===== config.mk =====
export PLATFORM = sky130hd
export DESIGN_NAME = imem_fetch_resp
export DESIGN_NICKNAME = d
export VERILOG_FILES = /design/src/rtl/imem_fetch_resp_pkg.sv /design/src/rtl/imem_fetch_resp_fetch_fifo.sv /design/src/rtl/imem_fetch_resp.sv
export SDC_FILE = /design/constraint.sdc
export NUM_CORES = 1
export LEC_CHECK = 0
export BUFFER_PORTS_ARGS = -buffer_cell sky130_fd_sc_hd__buf_2
export CAP_MARGIN = 20
export CORE_AREA = 2 2 130 132
export DETAILED_ROUTE_END_ITERATION = 7
export DIE_AREA = 0 0 132 134
export PLACE_DENSITY = 0.75
export SLEW_MARGIN = 10
export SYNTH_ARGS = -nofsm -noshare
export SYNTH_HDL_FRONTEND = slang
export SYNTH_SLANG_ARGS = --single-unit

===== constraint.sdc =====
create_clock -name clk -period 5.15 [get_ports clk]
set_input_delay 0.515 -clock clk [delete_from_list [all_inputs] [get_ports clk]]
set_output_delay 0.515 -clock clk [all_outputs]
set_load 0.01 [all_outputs]

===== src/rtl/imem_fetch_resp_pkg.sv =====
// Shared types and constants for the instruction fetch responder.
package imem_fetch_resp_pkg;

    localparam logic [31:0] ZERO_WORD = 32'h0000_0000;
    localparam logic [31:0] NOP_INST  = 32'h0000_0013;   // addi x0,x0,0

    typedef struct packed {
        logic        err;
        logic [31:0] pc;
        logic [31:0] instr;
    } fetch_entry_t;

    localparam int ENTRY_W = $bits(fetch_entry_t);

    function automatic logic is_misaligned(input logic [31:0] addr);
        return addr[1:0] != 2'b00;
    endfunction

endpackage


===== src/rtl/imem_fetch_resp_fetch_fifo.sv =====
// In-order response buffer with synchronous clear; pointers wrap at DEPTH-1
// so DEPTH does not have to be a power of two.
module fetch_fifo
    import imem_fetch_resp_pkg::*;
#(
    parameter int DEPTH = 2,
    parameter int W     = ENTRY_W,
    localparam int PW   = (DEPTH > 1) ? $clog2(DEPTH) : 1,
    localparam int CW   = $clog2(DEPTH + 1)
) (
    input  logic          clk,
    input  logic          reset,
    input  logic          clr,
    input  logic          push,
    input  logic [W-1:0]  push_data,
    input  logic          pop,
    output logic [W-1:0]  head,
    output logic [CW-1:0] count
);

    logic [W-1:0]  mem [DEPTH];
    logic [PW-1:0] wr_ptr;
    logic [PW-1:0] rd_ptr;

    function automatic logic [PW-1:0] next_ptr(input logic [PW-1:0] p);
        return (p == PW'(DEPTH - 1)) ? '0 : p + 1'b1;
    endfunction

    always_ff @(posedge clk or negedge reset) begin
        if (!reset) begin
            for (int i = 0; i < DEPTH; i++) mem[i] <= '0;
            wr_ptr <= '0;
            rd_ptr <= '0;
            count  <= '0;
        end else if (clr) begin
            wr_ptr <= '0;
            rd_ptr <= '0;
            count  <= '0;
        end else begin
            if (push) begin
                mem[wr_ptr] <= push_data;
                wr_ptr      <= next_ptr(wr_ptr);
            end
            if (pop) rd_ptr <= next_ptr(rd_ptr);
            case ({push, pop})
                2'b10:   count <= count + 1'b1;
                2'b01:   count <= count - 1'b1;
                default: count <= count;
            endcase
        end
    end

    assign head = mem[rd_ptr];

endmodule


===== src/rtl/imem_fetch_resp.sv =====
// Fetch responder: credit-limited request acceptance, one in-flight memory
// read, and an in-order response FIFO toward decode.
module imem_fetch_resp
    import imem_fetch_resp_pkg::*;
#(
    parameter int DEPTH  = 2,
    parameter int ROM_AW = 10
) (
    input  logic              clk,
    input  logic              reset,
    input  logic              flush,
    input  logic              req_valid,
    input  logic [31:0]       req_addr,
    output logic              req_ready,
    output logic              mem_en,
    output logic [ROM_AW-1:0] mem_addr,
    input  logic [31:0]       mem_rdata,
    output logic              resp_valid,
    output logic [31:0]       resp_pc,
    output logic [31:0]       resp_instr,
    output logic              resp_err,
    input  logic              resp_ready
);

    localparam int CW = $clog2(DEPTH + 1);

    logic          inflight;
    logic [31:0]   ifl_pc;
    logic          ifl_err;
    logic          accept;
    logic          pop;
    logic          push;
    logic [CW-1:0] count;
    logic [CW:0]   occ_after_pop;
    fetch_entry_t  push_entry;
    fetch_entry_t  head_entry;

    // Handshakes: a transfer happens on a cycle where valid & ready are both
    // high; valid never depends on ready, and ready may depend on valid/flush
    // combinationally (req_ready sees resp_ready through the same-cycle pop).
    assign pop           = resp_valid & resp_ready & ~flush;
    assign occ_after_pop = (CW+1)'(count) + (CW+1)'(inflight) - (CW+1)'(pop);
    assign req_ready     = ~flush & (occ_after_pop < (CW+1)'(DEPTH));
    assign accept        = req_valid & req_ready;

    // Misaligned fetches skip memory but still take the in-flight slot.
    assign mem_en   = accept & ~is_misaligned(req_addr);
    assign mem_addr = req_addr[ROM_AW+1:2];

    always_ff @(posedge clk or negedge reset) begin
        if (!reset) begin
            inflight <= 1'b0;
            ifl_pc   <= ZERO_WORD;
            ifl_err  <= 1'b0;
        end else if (flush) begin
            inflight <= 1'b0;
        end else begin
            inflight <= accept;
            if (accept) begin
                ifl_pc  <= req_addr;
                ifl_err <= is_misaligned(req_addr);
            end
        end
    end

    assign push             = inflight & ~flush;
    assign push_entry.err   = ifl_err;
    assign push_entry.pc    = ifl_pc;
    assign push_entry.instr = ifl_err ? NOP_INST : mem_rdata;

    fetch_fifo #(
        .DEPTH (DEPTH),
        .W     (ENTRY_W)
    ) u_fifo (
        .clk       (clk),
        .reset     (reset),
        .clr       (flush),
        .push      (push),
        .push_data (push_entry),
        .pop       (pop),
        .head      (head_entry),
        .count     (count)
    );

    assign resp_valid = (count != '0);
    assign resp_pc    = head_entry.pc;
    assign resp_instr = head_entry.instr;
    assign resp_err   = head_entry.err;

endmodule


==> flow_summary_export.csv, run 1 <==
group,metric,value,unit
grt,grt_start_max_net_pins,77,
min_path,worstHoldPathType,"in -> async",
clock_network,ctsResizeCount,0,
placed_design,hpwlAfterDp,9861,um
timing,hold_viol_final,0,
layout,multi_input_area,2952,um^2
clock_network,cts_sinks,168,
layout,drive_gt1_frac,0.4894,
setup_path,worstReg2RegStart,"u_fifo.count[1]$_DFFE_PN0P_",
grt,grt_remaining_overflow,0,
setup_path,critPathLaunchType,"flop",
routing,routed-via-count,4704,
floorplanning,start_util,0.4583,
clock_network,clk_path_buf_depth,2,
timing,grt_setup_unrepaired,"false",
power_and_ir_drop,powerDensity,466.8,nW/um^2
clock_network,cts_setup_buffers,0,
grt,grt_pass1_vias,4875,
timing,relSlewSlack,0.3140,
synth,synth.net_count,640,
floorplanning,rows,47,
setup_path,slowest_stage,"dfrtp_1",
routing,vias_per_cell,5.085,
synth,synth_top_cell_by_area,"dfrtp_1",
floorplanning,num_io_pins,147,
grt,antenna_found_initial,0,
grt,grt_util_all_layers,0.1808,
floorplanning,die_w,132,um
timing,post-route-min-period,3740,ps
setup_path,worstPathCellList,"o21ai_0, nor2_1, ha_1, nand2b_1, fa_1, xor2_1, nor4bb_4, buf_4, and2_1, buf_2",
floorplanning,die-area,17690,um^2
synth,syn_avg_cell_area,13.12,um^2
routing,wl,15240,um
floorplanning,die_h,134,um
setup_path,cpPeakStageDelay,460,ps
clock_network,clock_latency,420,ps
routing,wire_per_inst,16.48,um
timing,fin_crit_sh,0.7262,
setup_path,crit_path_max_fanout,13,
layout,diodes,0,
synth,synth_cell_types,30,
grt,grt_pass1_wl,25360,um
setup_path,worstSetupPathType,"reg -> out",
routing,wl_met1,6961,um
status,status,"complete, no violations",
layout,nFillCells,1363,
placed_design,dpl.cell_count,896,
setup_path,cp-end-kind,"output port",
synth,synth_area,7466,um^2
synth,ys_seq_area_frac,0.5631,
power_and_ir_drop,p_leak,0.004338,uW
run,maxCapViolCount,0,
routing,antenna_left,0,
layout,area_delta_synth_final,18.03,%
setup_path,required,4640,ps
routing,met3_wirelength,898,um
power_and_ir_drop,vdd_drop_max,220.9,uV
synth,synth_seq_cells,168,
timing,maxSlewViolCount,0,
setup_path,path_depth,10,
synth,ys_top_cells_by_area,"dfrtp_1 (56%), mux2_2 (15%), mux2_4 (12%), nand2_1 (4.8%), o21ai_0 (3.7%)",
synth,synth.most_common_cell,"dfrtp_1",
timing,setup_tns,0,ps
floorplanning,core_region_area,16290,um^2
placed_design,portBuffers,146,
clock_network,ctsHtreeMaxLevel,4,
routing,drc,0,
clock_network,root_buffer,"clkbuf_16",
routing,routed-wl-met2,7253,um
routing,firstDrtPassIters,4,
layout,regArea,4205,um^2
setup_path,crit_family,"simple AND/OR/NAND/NOR gates",
timing,fin_ws,1410,ps
synth,synthTopCellsByCount,"dfrtp_1 (168), mux2_2 (102), nand2_1 (95)",
setup_path,critPathArrivalTime,3230,ps
setup_path,r2r_cells,9,
routing,routed.top_layer,"met4",
timing,finClkSkew,7.281,ps
timing,worst_slew_pin_slew,1028,ps
placed_design,gp_congestion,0.7264,
timing,clock.fmax,267.4,MHz
layout,layout.nets,766,
synth,ys_warn_count,0,
clock_network,cts_tree,"yes",
synth,syn_inst,569,
clock_network,path_clk_slew,60,ps
placed_design,pre_cts_slack,1824,ps
synth,synth_edf_count,0,
setup_path,path_buf_inv,2,
synth,synthArstFlopShare,1.000,
clock_network,numCtsBuffers,17,
clock_network,cts_hold_buffers,0,
routing,first_iter_violations,288,
layout,stdcell_count,925,
setup_path,crit_start,"u_fifo.count[1]$_DFFE_PN0P_",
synth,ys.flop_type,"dfrtp_1",
synth,synth_top_area_frac,0.5631,
timing,setup_viol,0,
==> layout by cell type, fill, tap and decap left out, drive strengths merged, types with 2 or more instances in the layout <==
cell type / count
bufinv: 3
clkbuf: 21
buf: 154
nand3b: 2
clkinvlp: 4
xor2: 2
a21oi: 2
o21ai: 68
dfrtp: 168
inv: 2
mux2: 161
nand2b: 2
nor2: 7
nand2: 95
==> path summary, 6_finish.rpt <==
path | endpoint | slack [ps]
max in group asynchronous | u_fifo.mem[2]$_DFFE_PN0P_ | 3870
min | u_fifo.mem[24]$_DFFE_PN0P_ | 130
max | mem_en | 1410
min in group clk | ifl_pc[19]$_DFFE_PN0P_ | 320
max reg2reg | ifl_pc[3]$_DFFE_PN0P_ | 2070
min reg2reg | u_fifo.mem[71]$_DFFE_PN0P_ | 480
==> power breakdown <==
part           total [uW]  switching (uW)  internal, uW
registers            1880             208          1670
clock network        1250             481           766
logic                 986             410           576
==> area by class of cell <==
type / count / share of cell area
clock buffer: 21 / 0.05111
multi-input combinational: 352 / 0.3349
sequential: 168 / 0.4772
clock inverter: 8 / 0.01420
timing repair buffer: 154 / 0.09044
tap: 220 / 0.03124
inverter: 2 / 0.0008519
==> through the flow <==
step | power (uW) | hold slack, ps | instance area, um^2 | util
after floorplan | 2535 | 219.4 | 7466 | -
after global placement | 2824 | 456.2 | 8237 | 0.5056
after detailed placement | 2892 | 465.3 | 8237 | 0.5056
after CTS | 4164 | 147.9 | 8812 | 0.5410
after global routing | 4348 | 180.9 | 8812 | 0.5410
final | 4113 | 126.7 | 8812 | 0.5410
==> routing by layer <==
metal / global-route usage / vias to the layer above
met4: 0.05314 / 0
met5: 0 / -
met3: 0.04724 / 12
met1: 0.2488 / 2361
met2: 0.2844 / 141
li1: - / 2190
==> cells by family after synthesis <==
family | share of synthesized area
fa+ha+maj | 0.004357
xor+xnor | 0.003520
compound gates | 0.04910
mux | 0.2738
buf+inv | 0.04391
simple gates | 0.06218
flops | 0.5631
==> flip-flops by register name, indices dropped and copies added, names as in the netlist <==
name	count
u_fifo.mem	130
ifl_err	1
inflight	1
u_fifo.wr_ptr	1
u_fifo.rd_ptr	1
ifl_pc	32
u_fifo.count	2
No activity file was read; power rests on OpenSTA's default activity.
==> inputs of run 2 (changes only) <==
==> constraint.sdc (replaced) <==
create_clock -name clk -period 3.77 [get_ports clk]
set_input_delay 0.377 -clock clk [delete_from_list [all_inputs] [get_ports clk]]
set_output_delay 0.377 -clock clk [all_outputs]
set_load 0.01 [all_outputs]
==> run 2 against run 1 <==
  * Design area is 0.85% higher
  * Clock skew is 0.50 ps lower
  * Combinational power is 39% higher
  * First-iteration DRC count is 22% lower
  * Setup slack worse by 960 ps
  * Via count is 0.36% lower
  * Clock-buffer cell count is 4 higher
==> flow_summary_export.csv, run 2 (synthesis results as in run 1) <==
group,metric,value,unit
floorplanning,core_region_area,16290,um^2
setup_path,cp-end-kind,"output port",
timing,setup_viol,0,
timing,worst_slew_pin_slew,916.8,ps
clock_network,path_clk_slew,60,ps
setup_path,required,3390,ps
timing,clock.fmax,301.3,MHz
setup_path,critPathLaunchType,"flop",
routing,wire_per_inst,16.32,um
placed_design,hpwlAfterDp,9679,um
timing,hold_viol_final,0,
placed_design,gp_congestion,0.7495,
status,status,"complete, no violations",
grt,antenna_found_initial,0,
clock_network,clock_latency,420,ps
clock_network,cts_sinks,168,
setup_path,crit_start,"u_fifo.count[1]$_DFFE_PN0P_",
floorplanning,die_w,132,um
routing,drc,0,
setup_path,crit_path_max_fanout,8,
timing,finClkSkew,6.778,ps
floorplanning,start_util,0.4583,
layout,largest-register,"u_fifo.mem",
routing,vias_per_cell,5.040,
run,maxCapViolCount,0,
floorplanning,die-area,17690,um^2
floorplanning,num_io_pins,147,
clock_network,ctsHtreeMaxLevel,4,
layout,post-route-util,0.5456,
timing,grt_setup_unrepaired,"false",
layout,final_cell_mix,"dfrtp_1 (167), buf_2 (145), mux2_2 (102)",
layout,final_common_cell,"dfrtp_1",
timing,setup_tns,0,ps
routing,first_iter_violations,224,
clock_network,cts_tree,"yes",
clock_network,clk_path_buf_depth,2,
clock_network,numCtsBuffers,17,
power_and_ir_drop,vdd_drop_max,323.1,uV
power_and_ir_drop,powerDensity,633.0,nW/um^2
layout,largest_reg_flops,130,
timing,relSlewSlack,0.3888,
setup_path,worstSetupPathType,"reg -> out",
layout,diodes,0,
grt,grt_util_all_layers,0.1796,
placed_design,portBuffers,146,
setup_path,r2r_slack,610,ps
setup_path,critPathArrivalTime,2940,ps
timing,fin_crit_sh,0.8805,
layout,layout.nets,768,
power_and_ir_drop,p_leak,0.004374,uW
setup_path,r2r_cells,9,
grt,grt_start_max_net_pins,102,
setup_path,worstReg2RegStart,"u_fifo.count[1]$_DFFE_PN0P_",
setup_path,timing.rr.end,"ifl_pc[3]$_DFFE_PN0P_",
layout,reg_top3,"u_fifo.mem x130, ifl_pc x32, u_fifo.count x2",
routing,wl,15170,um
routing,firstDrtPassIters,4,
floorplanning,rows,47,
clock_network,root_buffer,"clkbuf_16",
min_path,worstHoldPathType,"in -> async",
grt,grt_remaining_overflow,0,
floorplanning,die_h,134,um
grt,grt_pass1_wl,25360,um
clock_network,cts_setup_buffers,0,
timing,maxSlewViolCount,0,
grt,grt_pass1_vias,4978,
layout,area_delta_synth_final,19.04,%
timing,post-route-min-period,3319,ps
clock_network,ctsResizeCount,0,
routing,routed-via-count,4687,
routing,antenna_left,0,
layout,drive_gt1_frac,0.4901,
clock_network,cts_hold_buffers,0,
## run 2: cell count changes in the layout (fill, tap and decap cells not counted)
cell / delta
clkbuf_1: +2
clkinvlp_4: -1
buf_4: -2
buf_12: +3
buf_16: +1
bufinv_16: -1
clkinv_2: +1
clkbuf_8: +2
## run 2: how the worst max path moves through the flow
stage	to	cells after the start
floorplan	mem_en	10
global placement	ifl_pc[2]$_DFFE_PN0P_	9
detailed placement	ifl_pc[3]$_DFFE_PN0P_	9
CTS	mem_en	9
global route	mem_en	9
finish	mem_en	9
## run 2: power breakdown
group	leakage (uW)	internal [uW]	total, uW	switching, uW
logic	0.00197	800	1370	565
clock network	0.000273	1030	1700	675
registers	0.00213	2280	2560	275
total	0.00437	4110	5630	1510
## run 2: stage by stage
stage	power, uW	setup slack (ps)	area (um^2)	cells	hold WS, ps
after global routing	5938	197.0	8887	930	137.5
after detailed placement	3952	618.9	8262	896	464.1
after floorplan	3463	931.8	7466	569	81.41
after CTS	5680	425.0	8840	928	104.5
after global placement	3862	719.5	8262	896	456.4
final	5625	450.5	8887	930	66.24
## run 2: cell type report
class / instances / area, um^2
Clock buffer: 25 / 485.5
Clock inverter: 7 / 92.59
Fill cell: 1388 / 7402
Inverter: 2 / 7.507
Multi-Input combinational cell: 352 / 2952
Sequential cell: 168 / 4205
Tap cell: 220 / 275.3
Timing Repair Buffer: 156 / 869.6
## run 2: per-layer routing
layer | vias up | global-route usage | wire length, um
met2 | 137 | 0.2824 | 6967
li1 | 2193 | - | -
met5 | - | 0 | 0
met1 | 2336 | 0.2451 | 7095
met4 | 0 | 0.05374 | 198
met3 | 21 | 0.04951 | 912
## run 2: critical path, stage by stage, from the launching register on
cell and delay, ps:
dfrtp_1 470, o21ai_0 290, nor2_1 80, ha_1 270, nand2b_1 150, fa_1 390
xor2_1 200, nor4bb_4 350, and2_1 170, buf_2 160
